===== config.mk =====
export PLATFORM = sky130hd
export DESIGN_NAME = ysyx_24090012_lsu_ext
export DESIGN_NICKNAME = d
export VERILOG_FILES = /design/src/rtl/ysyx_24090012_lsu_ext.sv
export SDC_FILE = /design/constraint.sdc
export NUM_CORES = 1
export LEC_CHECK = 0
export ABC_AREA = 0
export CAP_MARGIN = 5
export CORE_MARGIN = 2
export CORE_UTILIZATION = 40
export DETAILED_ROUTE_END_ITERATION = 16
export GPL_TIMING_DRIVEN = 0
export PLACE_DENSITY = 0.82
export SETUP_SLACK_MARGIN = 0.05
export SKIP_LAST_GASP = 1
export SLEW_MARGIN = 20
export SYNTH_ARGS = -nofsm -noshare
export SYNTH_HDL_FRONTEND = slang
export SYNTH_SLANG_ARGS = --single-unit

===== constraint.sdc =====
create_clock -name clk -period 4.5 [get_ports clk]
set_clock_uncertainty 0.2 [all_clocks]
set_input_delay 0.9 -clock clk [delete_from_list [all_inputs] [get_ports clk]]
set_output_delay 0.9 -clock clk [all_outputs]
set_load 0.05 [all_outputs]

===== src/rtl/ysyx_24090012_lsu_ext.sv =====
// Load/store unit bridging one EXU request at a time onto a word-wide SRAM port.
// Handles byte/half/word lane steering, load extension, alignment errors and an SRAM timeout.
module ysyx_24090012_lsu_ext #(
  parameter int ADDR_W      = 32,
  parameter int TIMEOUT_CYC = 256
) (
  input  logic              clk,
  input  logic              rst,
  input  logic              req_valid,
  output logic              req_ready,
  input  logic [ADDR_W-1:0] req_addr,
  input  logic              req_wen,
  input  logic [1:0]        req_size,
  input  logic              req_signed,
  input  logic [31:0]       req_wdata,
  output logic              resp_valid,
  input  logic              resp_ready,
  output logic [31:0]       resp_rdata,
  output logic              resp_err,
  output logic [ADDR_W-1:0] sram_addr,
  output logic              sram_valid,
  input  logic              sram_ready,
  input  logic [31:0]       sram_rdata,
  output logic [31:0]       sram_wdata,
  output logic [3:0]        sram_wmask,
  output logic              sram_wen
);

  typedef enum logic [1:0] {IDLE, REQ, RESP} state_t;

  localparam int CNT_W = (TIMEOUT_CYC > 1) ? $clog2(TIMEOUT_CYC) : 1;

  state_t             state_q, state_d;
  logic [ADDR_W-1:0]  addr_q, addr_d;
  logic [31:0]        wdata_q, wdata_d;
  logic [3:0]         wmask_q, wmask_d;
  logic               wen_q, wen_d;
  logic [1:0]         size_q, size_d;
  logic               sgn_q, sgn_d;
  logic [1:0]         off_q, off_d;
  logic [CNT_W-1:0]   cnt_q, cnt_d;
  logic [31:0]        rdata_q, rdata_d;
  logic               err_q, err_d;

  function automatic logic is_legal(input logic [1:0] size, input logic [1:0] off);
    case (size)
      2'd0:    is_legal = 1'b1;
      2'd1:    is_legal = ~off[0];
      2'd2:    is_legal = (off == 2'd0);
      default: is_legal = 1'b0;
    endcase
  endfunction

  function automatic logic [3:0] lane_mask(input logic [1:0] size, input logic [1:0] off);
    case (size)
      2'd0:    lane_mask = 4'b0001 << off;
      2'd1:    lane_mask = 4'b0011 << off;
      default: lane_mask = 4'b1111;
    endcase
  endfunction

  function automatic logic [31:0] load_extract(input logic [31:0] word, input logic [1:0] size,
                                               input logic [1:0] off, input logic sgn);
    logic [31:0] sh;
    sh = word >> {off, 3'b000};
    case (size)
      2'd0:    load_extract = {{24{sgn & sh[7]}}, sh[7:0]};
      2'd1:    load_extract = {{16{sgn & sh[15]}}, sh[15:0]};
      default: load_extract = sh;
    endcase
  endfunction

  always_comb begin
    state_d = state_q;
    addr_d  = addr_q;
    wdata_d = wdata_q;
    wmask_d = wmask_q;
    wen_d   = wen_q;
    size_d  = size_q;
    sgn_d   = sgn_q;
    off_d   = off_q;
    cnt_d   = cnt_q;
    rdata_d = rdata_q;
    err_d   = err_q;
    case (state_q)
      IDLE: begin
        if (req_valid) begin
          size_d  = req_size;
          sgn_d   = req_signed;
          off_d   = req_addr[1:0];
          rdata_d = 32'd0;
          if (is_legal(req_size, req_addr[1:0])) begin
            state_d = REQ;
            addr_d  = {req_addr[ADDR_W-1:2], 2'b00};
            wdata_d = req_wdata << {req_addr[1:0], 3'b000};
            wmask_d = req_wen ? lane_mask(req_size, req_addr[1:0]) : 4'b0000;
            wen_d   = req_wen;
            cnt_d   = '0;
            err_d   = 1'b0;
          end else begin
            // Misaligned or illegal size never touches the SRAM.
            state_d = RESP;
            err_d   = 1'b1;
          end
        end
      end
      REQ: begin
        if (sram_ready) begin
          state_d = RESP;
          rdata_d = wen_q ? 32'd0 : load_extract(sram_rdata, size_q, off_q, sgn_q);
          err_d   = 1'b0;
        end else if ((TIMEOUT_CYC > 0) && (cnt_q == CNT_W'(TIMEOUT_CYC - 1))) begin
          state_d = RESP;
          rdata_d = 32'd0;
          err_d   = 1'b1;
        end else begin
          cnt_d = cnt_q + CNT_W'(1);
        end
      end
      RESP: begin
        if (resp_ready) state_d = IDLE;
      end
      default: state_d = IDLE;
    endcase
  end

  always_ff @(posedge clk or posedge rst) begin
    if (rst) begin
      state_q <= IDLE;
      addr_q  <= '0;
      wdata_q <= '0;
      wmask_q <= '0;
      wen_q   <= 1'b0;
      size_q  <= '0;
      sgn_q   <= 1'b0;
      off_q   <= '0;
      cnt_q   <= '0;
      rdata_q <= '0;
      err_q   <= 1'b0;
    end else begin
      state_q <= state_d;
      addr_q  <= addr_d;
      wdata_q <= wdata_d;
      wmask_q <= wmask_d;
      wen_q   <= wen_d;
      size_q  <= size_d;
      sgn_q   <= sgn_d;
      off_q   <= off_d;
      cnt_q   <= cnt_d;
      rdata_q <= rdata_d;
      err_q   <= err_d;
    end
  end

  // Write strobes are qualified by state so a stale store never leaks outside REQ.
  assign req_ready  = (state_q == IDLE) & ~rst;
  assign sram_valid = (state_q == REQ);
  assign sram_addr  = addr_q;
  assign sram_wdata = wdata_q;
  assign sram_wmask = (state_q == REQ) ? wmask_q : 4'b0000;
  assign sram_wen   = (state_q == REQ) & wen_q;
  assign resp_valid = (state_q == RESP);
  assign resp_rdata = rdata_q;
  assign resp_err   = err_q;

endmodule


==> results of run 1 <==
cell usage after synthesis (5+ instances only):
| master | count |
|---|---|
| inv_1 | 6 |
| a32o_1 | 7 |
| nand2_1 | 22 |
| mux2_2 | 42 |
| clkbuf_1 | 12 |
| o21ai_1 | 21 |
| buf_2 | 8 |
| buf_1 | 5 |
| o31ai_1 | 13 |
| a221o_1 | 8 |
| o21ai_0 | 46 |
| a2bb2oi_1 | 7 |
| a21oi_1 | 20 |
| dfrtp_1 | 115 |
| buf_6 | 7 |
| a211o_1 | 15 |
| mux2i_1 | 34 |
| and2_1 | 6 |
| nor2_1 | 28 |
| nor2b_1 | 19 |
| buf_4 | 11 |
| a22o_1 | 9 |
| a211oi_1 | 8 |
worst paths after layout:
check	depth (start not counted)	slack [ps]	end	from
min in group asynchronous	2	700	cnt_q[2]	rst
min	1	280	sram_addr[7]	sram_addr[7]
max in group asynchronous	3	2700	sram_addr[21]	rst
min reg2reg	1	280	sram_addr[7]	sram_addr[7]
max reg2reg	5	2290	resp_rdata[29]	state_q[1]
max	3	1020	req_ready	rst
per-layer routing:
metal	vias to the layer above	track usage [%]	wire length, um
li1	2351	-	-
met4	0	9.27	265
met1	2551	26.6	6640
met2	265	39.2	8880
met5	-	0	0
met3	24	7.42	1570
where the power goes:
group | switching [mW] | total (mW) | leakage [nW] | internal, mW
sequential | 0.236 | 1.66 | 1.48 | 1.43
combinational | 2.12 | 3.35 | 1.95 | 1.23
clock | 0.461 | 1.35 | 0.285 | 0.892
worst reg2reg max path, stage by stage, from the launching register on:
cell and delay [ps]:
dfrtp_1 430, and4bb_1 320, buf_4 200, nand3b_2 210
nor2_1 540, a221o_1 260
logic make-up after synthesis:
| logic type | synth area share, % |
|---|---|
| AOI/OAI and AO/OA | 20.1 |
| DFF | 49.8 |
| and+or+nand+nor | 9.32 |
| muxes | 15.4 |
| buffers and inverters | 4.98 |
| adders and majority gates | 0.217 |
| other | 0.0649 |
sequential cells by signal (all words and copies together) (netlist names):
name and count:
cnt_q 8, off_q 2, resp_err 1, resp_rdata 32, sgn_q 1, size_q 2
sram_addr 30, sram_wdata 32, state_q 2, wen_q 1, wmask_q 4
per-stage QoR:
stage               setup slack [ps]  util, %  instance area (sq um)  hold slack [ps]  std cells
floorplan                        356        -                   5780              273        515
global placement               -1270     57.7                   8070              267        901
detailed placement              1010     57.9                   8100              274        902
CTS                             1010     62.1                   8690              285        933
global route                     886     62.1                   8690              290        933
finish                          1020     62.1                   8690              281        933
final cells by class:
class                   count  area [sq um]  area share, %
plain buffers              43           265           3.05
clock buffers              21           460           5.30
clock inverters            10           133           1.53
inverters                   6          27.5          0.317
multi-input cells         351          2610           30.1
flip-flops and latches    115          2880           33.1
well taps                 180           225           2.59
repair buffers            207          2090           24.0
==> flow_summary.yaml, run 1 <==
run_status:
  status: "finished clean"
worst_setup_path:
  path_buf_inv: 2
  path_delay_family: "buffers and inverters"
  crit_path_cell_trace: "clkdlybuf4s50_1 -> nor3_1 -> clkdlybuf4s50_1"
  critPathCaptureType: "primary output"
  cpPeakStageDelay_ps: 830
  crit_required_ps: 3400
  cp-start-kind: "input pin"
  crit_arrival_ps: 2380
  slowest_stage: "clkdlybuf4s50_1"
  crit_type: "input pin to primary output"
  critPathMostFrequentCell: "clkdlybuf4s50_1"
  crit_path_max_fanout: 2
final_layout:
  final_cell_mix: "206 x clkdlybuf4s50_1, 115 x dfrtp_1, 46 x o21ai_0"
  diodes: 0
  layout_commonest_cell: "clkdlybuf4s50_1"
  fillers: 1137
  nets: 847
  area_growth_pct: 50.5
  layout-drive-gt1-share_pct: 15.0
timing:
  period_share_pct: 77.3
  max_freq_mhz: 287
  finalCriticalPeriod_ps: 3480
  report.final.setup_viol: 0
  slew_viol_final: 0
  fin_setup_tns_ps: 0
  final_hold_viol_count: 0
  max_slew.worst_pin.slew_ps: 636
  grt_setup_unrepaired: "false"
  slew_headroom_pct: 57.4
min_path:
  hp-class: "flip-flop to flip-flop"
grt:
  grt_pass1_vias: 5345
  grt_pass1_wl_mm: 26.9
  antenna_found_initial: 0
  overflow: 0
  track_usage_pct: 22.9
  grt_max_degree: 76
synthesis:
  avgSynthCellArea_sq_um: 11.2
  ys.flop_type: "dfrtp_1"
  synthCells: 514
  ys_seq_area_share_pct: 49.8
  yosys.area.top_type: "dfrtp_1"
  ys_async_sr_fraction_pct: 100
  synth_top_area_share_pct: 49.8
  synthesis.area_sq_um: 5780
  ys_ff_latch: 115
  yosysWarnings: 0
  synth_area_leaders: "dfrtp_1 50%, mux2_2 8.2%, mux2i_1 5.9%, o21ai_0 4.0%, a211o_1 2.3%"
  synth_edf_count: 0
  ys_types: 56
placed_design:
  place.gp.congestion: 0.953
  post-dp-hpwl_mm: 13.1
  port_buffers: 206
pwr:
  power.density_nw_per_um2: 732
  ir_drop_mv: 0.557
  finalPower_mw: 6.36
  leakagePower_nw: 3.71
floorplan:
  pin_count: 210
  die_h_um: 124
  dieArea_sq_um: 15400
  die_x_um: 124
  coreArea_sq_um: 14000
  initial_utilization_pct: 41.3
  rows: 43
drt:
  drcViolationCount: 0
  drt_iter0_drc: 269
  viasPerCell: 5.56
  vias: 5191
  avgRoutedWirePerCell_um: 18.6
  drt_first_pass_iters: 4
  wirelength_mm: 17.4
  drtAntennaViolNets: 0
cts:
  postCtsResizedCells: 0
  cts_sinks: 115
  cts_buffers: 17
  clk_pin_slew_worst_paths_ps: 50
  cts_tree: "done"
  worstSkewPairLatency_ps: 400
  postCtsHoldBufs: 0
  cts_setup_buffers: 0
  cts_root_buffer: "clkbuf_16"
  h-tree-depth: 4
  cts.path.max_buffers: 2
run:
  drv_cap: 0
Note: power is estimated with default switching activity, not from simulation.
==> run 2: changes to the inputs <==
--- a/config.mk
+++ b/config.mk
@@ -11,7 +11,7 @@
 export CORE_UTILIZATION = 40
 export DETAILED_ROUTE_END_ITERATION = 16
 export GPL_TIMING_DRIVEN = 0
-export PLACE_DENSITY = 0.82
+export PLACE_DENSITY = 0.85
 export SETUP_SLACK_MARGIN = 0.05
 export SKIP_LAST_GASP = 1
 export SLEW_MARGIN = 20
==> constraint.sdc (replaced) <==
create_clock -name clk -period 3.1 [get_ports clk]
set_clock_uncertainty 0.2 [all_clocks]
set_input_delay 0.62 -clock clk [delete_from_list [all_inputs] [get_ports clk]]
set_output_delay 0.62 -clock clk [all_outputs]
set_load 0.05 [all_outputs]
==> run 2 against run 1 <==
  * Clock power up 37%
  * Critical endpoint unchanged
  * Die area unchanged
  * Worst hold slack better by 15 ps
  * Power up 43%
  * Register-to-register slack worse by 1400 ps
  * Sequential cell count unchanged
==> flow_summary.yaml, run 2 (synthesized netlist as in run 1, its figures left out) <==
run_status:
  status: "finished clean"
final_layout:
  final_cell_mix: "200 x clkdlybuf4s50_1, 115 x dfrtp_1, 46 x o21ai_0"
  fillers: 1133
  area_growth_pct: 50.4
  diodes: 0
  fin_util_pct: 62.1
  nets: 849
  layout-drive-gt1-share_pct: 15.2
  layout_commonest_cell: "clkdlybuf4s50_1"
timing:
  slew_viol_final: 0
  max_slew.worst_pin.slew_ps: 686
  fin_setup_tns_ps: 0
  report.final.setup_viol: 0
  finalHoldWorstSlack_ps: 296
  period_share_pct: 93.3
  finalCriticalPeriod_ps: 2890
  final_hold_viol_count: 0
  slew_headroom_pct: 54.2
  setup_ws_ps: 207
  grt_setup_unrepaired: "false"
  max_freq_mhz: 346
placed_design:
  post-place-ws_ps: 138
  post-dp-hpwl_mm: 13.2
  port_buffers: 206
  place.gp.congestion: 0.918
pwr:
  ir_drop_mv: 0.767
  power.density_nw_per_um2: 1050
  finalPower_mw: 9.12
  leakagePower_nw: 3.72
cts:
  cts_root_buffer: "clkbuf_16"
  worstSkewPairLatency_ps: 410
  cts_buffers: 17
  cts.path.max_buffers: 2
  clk_pin_slew_worst_paths_ps: 50
  cts_sinks: 115
  cts_tree: "done"
  h-tree-depth: 4
drt:
  drt_iter0_drc: 274
  vias: 5177
  wirelength_mm: 17.5
  drtAntennaViolNets: 0
  avgRoutedWirePerCell_um: 18.7
  met1_length_mm: 6.85
  wl_met2_mm: 8.68
  topRoutingLayerUsed: "met4"
  route.met3.wl_mm: 1.40
  drt_first_pass_iters: 4
  viasPerCell: 5.54
  drcViolationCount: 0
worst_setup_path:
  crit_type: "input pin to primary output"
  cp-start-kind: "input pin"
  critPathCaptureType: "primary output"
  r2r_slack_ps: 930
  crit_required_ps: 2280
  crit_arrival_ps: 2070
  crit_path_max_fanout: 2
grt:
  grt_pass1_vias: 5412
  overflow: 0
  grt_pass1_wl_mm: 27.2
  antenna_found_initial: 0
  grt_max_degree: 36
  track_usage_pct: 23.1
floorplan:
  rows: 43
  coreArea_sq_um: 14000
  pin_count: 210
  die_h_um: 124
  dieArea_sq_um: 15400
  initial_utilization_pct: 41.3
  die_x_um: 124
run:
  drv_cap: 0
min_path:
  hp-class: "flip-flop to flip-flop"
-- run 2: critical path: stages --
cell             delay [ps]
clkdlybuf4s50_1         460
nor3_1                  150
clkdlybuf4s50_1         840
-- run 2: area by class of cell --
type	instances	area (sq um)	share of cell area, %
sequential	115	2880	33.1
multi-input combinational	351	2610	30.1
timing repair buffer	209	2110	24.3
clock buffer	23	488	5.62
buffer	43	265	3.05
tap	180	225	2.59
clock inverter	8	77.6	0.893
inverter	6	26.3	0.302
-- run 2: power breakdown --
| part | internal [mW] | total (mW) | switching [mW] |
|---|---|---|---|
| Clock | 1.18 | 1.85 | 0.675 |
| Combinational | 1.78 | 4.85 | 3.08 |
| Sequential | 2.07 | 2.42 | 0.343 |
| Total | 5.03 | 9.12 | 4.09 |
-- run 2: repair_timing --
action | in CTS | in global routing
resized for setup | 6 | 0
hold buffers | 0 | 0
buffers inserted | 0 | 0
setup endpoints to repair | 6 | 0
-- run 2: stage by stage --
stage | std cells | cell area, sq um
floorplan | 515 | 5780
global placement | 901 | 8070
detailed placement | 904 | 8130
CTS | 935 | 8690
global route | 935 | 8690
finish | 935 | 8690
-- run 2: layer usage --
metal | GRT usage (%) | vias to the layer above
met1 | 26.2 | 2521
met2 | 39.4 | 238
met3 | 7.55 | 46
met4 | 10.3 | 0
met5 | 0 | -
li1 | - | 2372
-- run 2: final timing paths --
| kind | start | end | depth (start not counted) |
|---|---|---|---|
| setup / recovery | rst | req_ready | 3 |
| hold / removal | sram_addr[5] | sram_addr[5] | 1 |
| setup reg to reg | state_q[1] | resp_rdata[30] | 5 |
| hold reg to reg | sram_addr[5] | sram_addr[5] | 1 |
| max in group asynchronous | rst | resp_rdata[25] | 4 |
| min in group asynchronous | rst | state_q[0] | 2 |
==> run 3: changes to the inputs <==
--- a/config.mk
+++ b/config.mk
@@ -11,7 +11,7 @@
 export CORE_UTILIZATION = 40
 export DETAILED_ROUTE_END_ITERATION = 16
 export GPL_TIMING_DRIVEN = 0
-export PLACE_DENSITY = 0.85
+export PLACE_DENSITY = 0.82
 export SETUP_SLACK_MARGIN = 0.05
 export SKIP_LAST_GASP = 1
 export SLEW_MARGIN = 20
==> constraint.sdc (replaced) <==
create_clock -name clk -period 3.8 [get_ports clk]
set_clock_uncertainty 0.2 [all_clocks]
set_input_delay 0.76 -clock clk [delete_from_list [all_inputs] [get_ports clk]]
set_output_delay 0.76 -clock clk [all_outputs]
set_load 0.05 [all_outputs]
==> run 3 against run 2 <==
  * Utilization up 0.65 points
  * Power down 16%
  * Highest routed layer unchanged
  * Critical endpoint is now sram_wmask[0]
  * Clock power down 4%
  * Sequential power down 19%
  * Die area unchanged
  * Register-to-register slack better by 720 ps
  * Global-route usage down 0.22 points
==> flow_summary.yaml, run 3 (synthesized netlist as in run 1, its figures left out) <==
grt:
  grt_pass1_wl_mm: 26.6
  grt_pass1_vias: 5267
  overflow: 0
  grt_max_degree: 36
  track_usage_pct: 22.8
  antenna_found_initial: 0
worst_setup_path:
  crit_type: "flip-flop to primary output"
  crit_path_max_fanout: 10
  crit_arrival_ps: 2340
  critPathCaptureType: "primary output"
  path_delay_family: "buffers and inverters"
  cpPeakStageDelay_ps: 800
  crit_path_cell_trace: "buf_4 -> nor2b_1 -> and2_1 -> clkdlybuf4s50_1"
  slowest_stage: "clkdlybuf4s50_1"
  path_buf_inv: 2
  crit_required_ps: 2840
  cp-start-kind: "flip-flop"
floorplan:
  die_x_um: 124
  initial_utilization_pct: 41.3
  die_h_um: 124
  pin_count: 210
  coreArea_sq_um: 14000
  rows: 43
  dieArea_sq_um: 15400
final_layout:
  layout-drive-gt1-share_pct: 14.9
  area_growth_pct: 52.0
  final_cell_mix: "206 x clkdlybuf4s50_1, 115 x dfrtp_1, 46 x o21ai_0"
  layout_commonest_cell: "clkdlybuf4s50_1"
  diodes: 0
  nets: 849
timing:
  max_slew.worst_pin.slew_ps: 625
  finalCriticalPeriod_ps: 3300
  fin_setup_tns_ps: 0
  slew_viol_final: 0
  slew_headroom_pct: 58.2
  grt_setup_unrepaired: "false"
  final_hold_viol_count: 0
  max_freq_mhz: 303
  report.final.setup_viol: 0
  period_share_pct: 86.8
pwr:
  leakagePower_nw: 3.74
  ir_drop_mv: 0.664
  finalPower_mw: 7.70
  power.density_nw_per_um2: 877
cts:
  cts_root_buffer: "clkbuf_16"
  cts_buffers: 17
  cts_setup_buffers: 0
  clk_pin_slew_worst_paths_ps: 60
  worstSkewPairLatency_ps: 410
  cts_sinks: 115
  postCtsResizedCells: 0
  postCtsHoldBufs: 0
  cts.path.max_buffers: 2
  cts_tree: "done"
  h-tree-depth: 4
drt:
  avgRoutedWirePerCell_um: 18.5
  drt_first_pass_iters: 5
  drcViolationCount: 0
  drtAntennaViolNets: 0
  viasPerCell: 5.56
  wirelength_mm: 17.3
  vias: 5205
  drt_iter0_drc: 286
run:
  drv_cap: 0
placed_design:
  post-dp-hpwl_mm: 13.3
  port_buffers: 206
  place.gp.congestion: 0.935
min_path:
  hp-class: "flip-flop to flip-flop"
run_status:
  status: "finished clean"
[run 3: changes by cell type in the layout (fill, tap and decap cells not counted)]
cell	change
clkdlybuf4s50_1	+6
dlygate4sd2_1	-6
bufinv_16	+5
clkbuf_8	-4
clkbuf_1	+3
clkinvlp_4	-3
[run 3: cell type report]
cell class / instances / area, sq um
buffer: 43 / 265
clock buffer: 22 / 444
clock inverter: 10 / 205
fill: 1087 / 5210
inverter: 6 / 26.3
multi-input combinational: 351 / 2610
sequential: 115 / 2880
tap: 180 / 225
timing repair buffer: 209 / 2120
[run 3: path summary, 6_finish.rpt]
check	slack [ps]	endpoint	startpoint	depth (start not counted)
min in group asynchronous	580	state_q[1]	rst	2
min reg2reg	280	sram_addr[6]	sram_addr[6]	1
max reg2reg	1650	resp_err	cnt_q[0]	6
max	500	sram_wmask[0]	state_q[0]	4
min	280	sram_addr[6]	sram_addr[6]	1
max in group asynchronous	2070	sram_wdata[30]	rst	4
[run 3: through the flow]
| step | hold slack, ps | cells | worst slack, ps | cell area [sq um] | utilization (%) |
|---|---|---|---|---|---|
| 3_5_place_dp | 276 | 904 | 635 | 8130 | 58.1 |
| 4_1_cts | 287 | 936 | 470 | 8780 | 62.8 |
| 5_1_grt | 314 | 936 | 367 | 8780 | 62.8 |
| 6_report | 283 | 936 | 503 | 8780 | 62.8 |
| 3_3_place_gp | 268 | 901 | 359 | 8070 | 57.7 |
| 2_1_floorplan | 273 | 515 | 910 | 5780 | - |
[run 3: routing by layer]
layer / vias up / global-route usage (%) / routed length (um)
met5: - / 0 / 0
met4: 0 / 9.48 / 402
met3: 37 / 7.28 / 1410
met2: 233 / 38.7 / 8680
met1: 2559 / 26.7 / 6830
li1: 2376 / - / -
[run 3: report_power, final]
group,leakage [nW],internal (mW),switching [mW]
sequential,1.48,1.69,0.279
combinational,1.96,1.46,2.50
clock,0.308,1.23,0.545
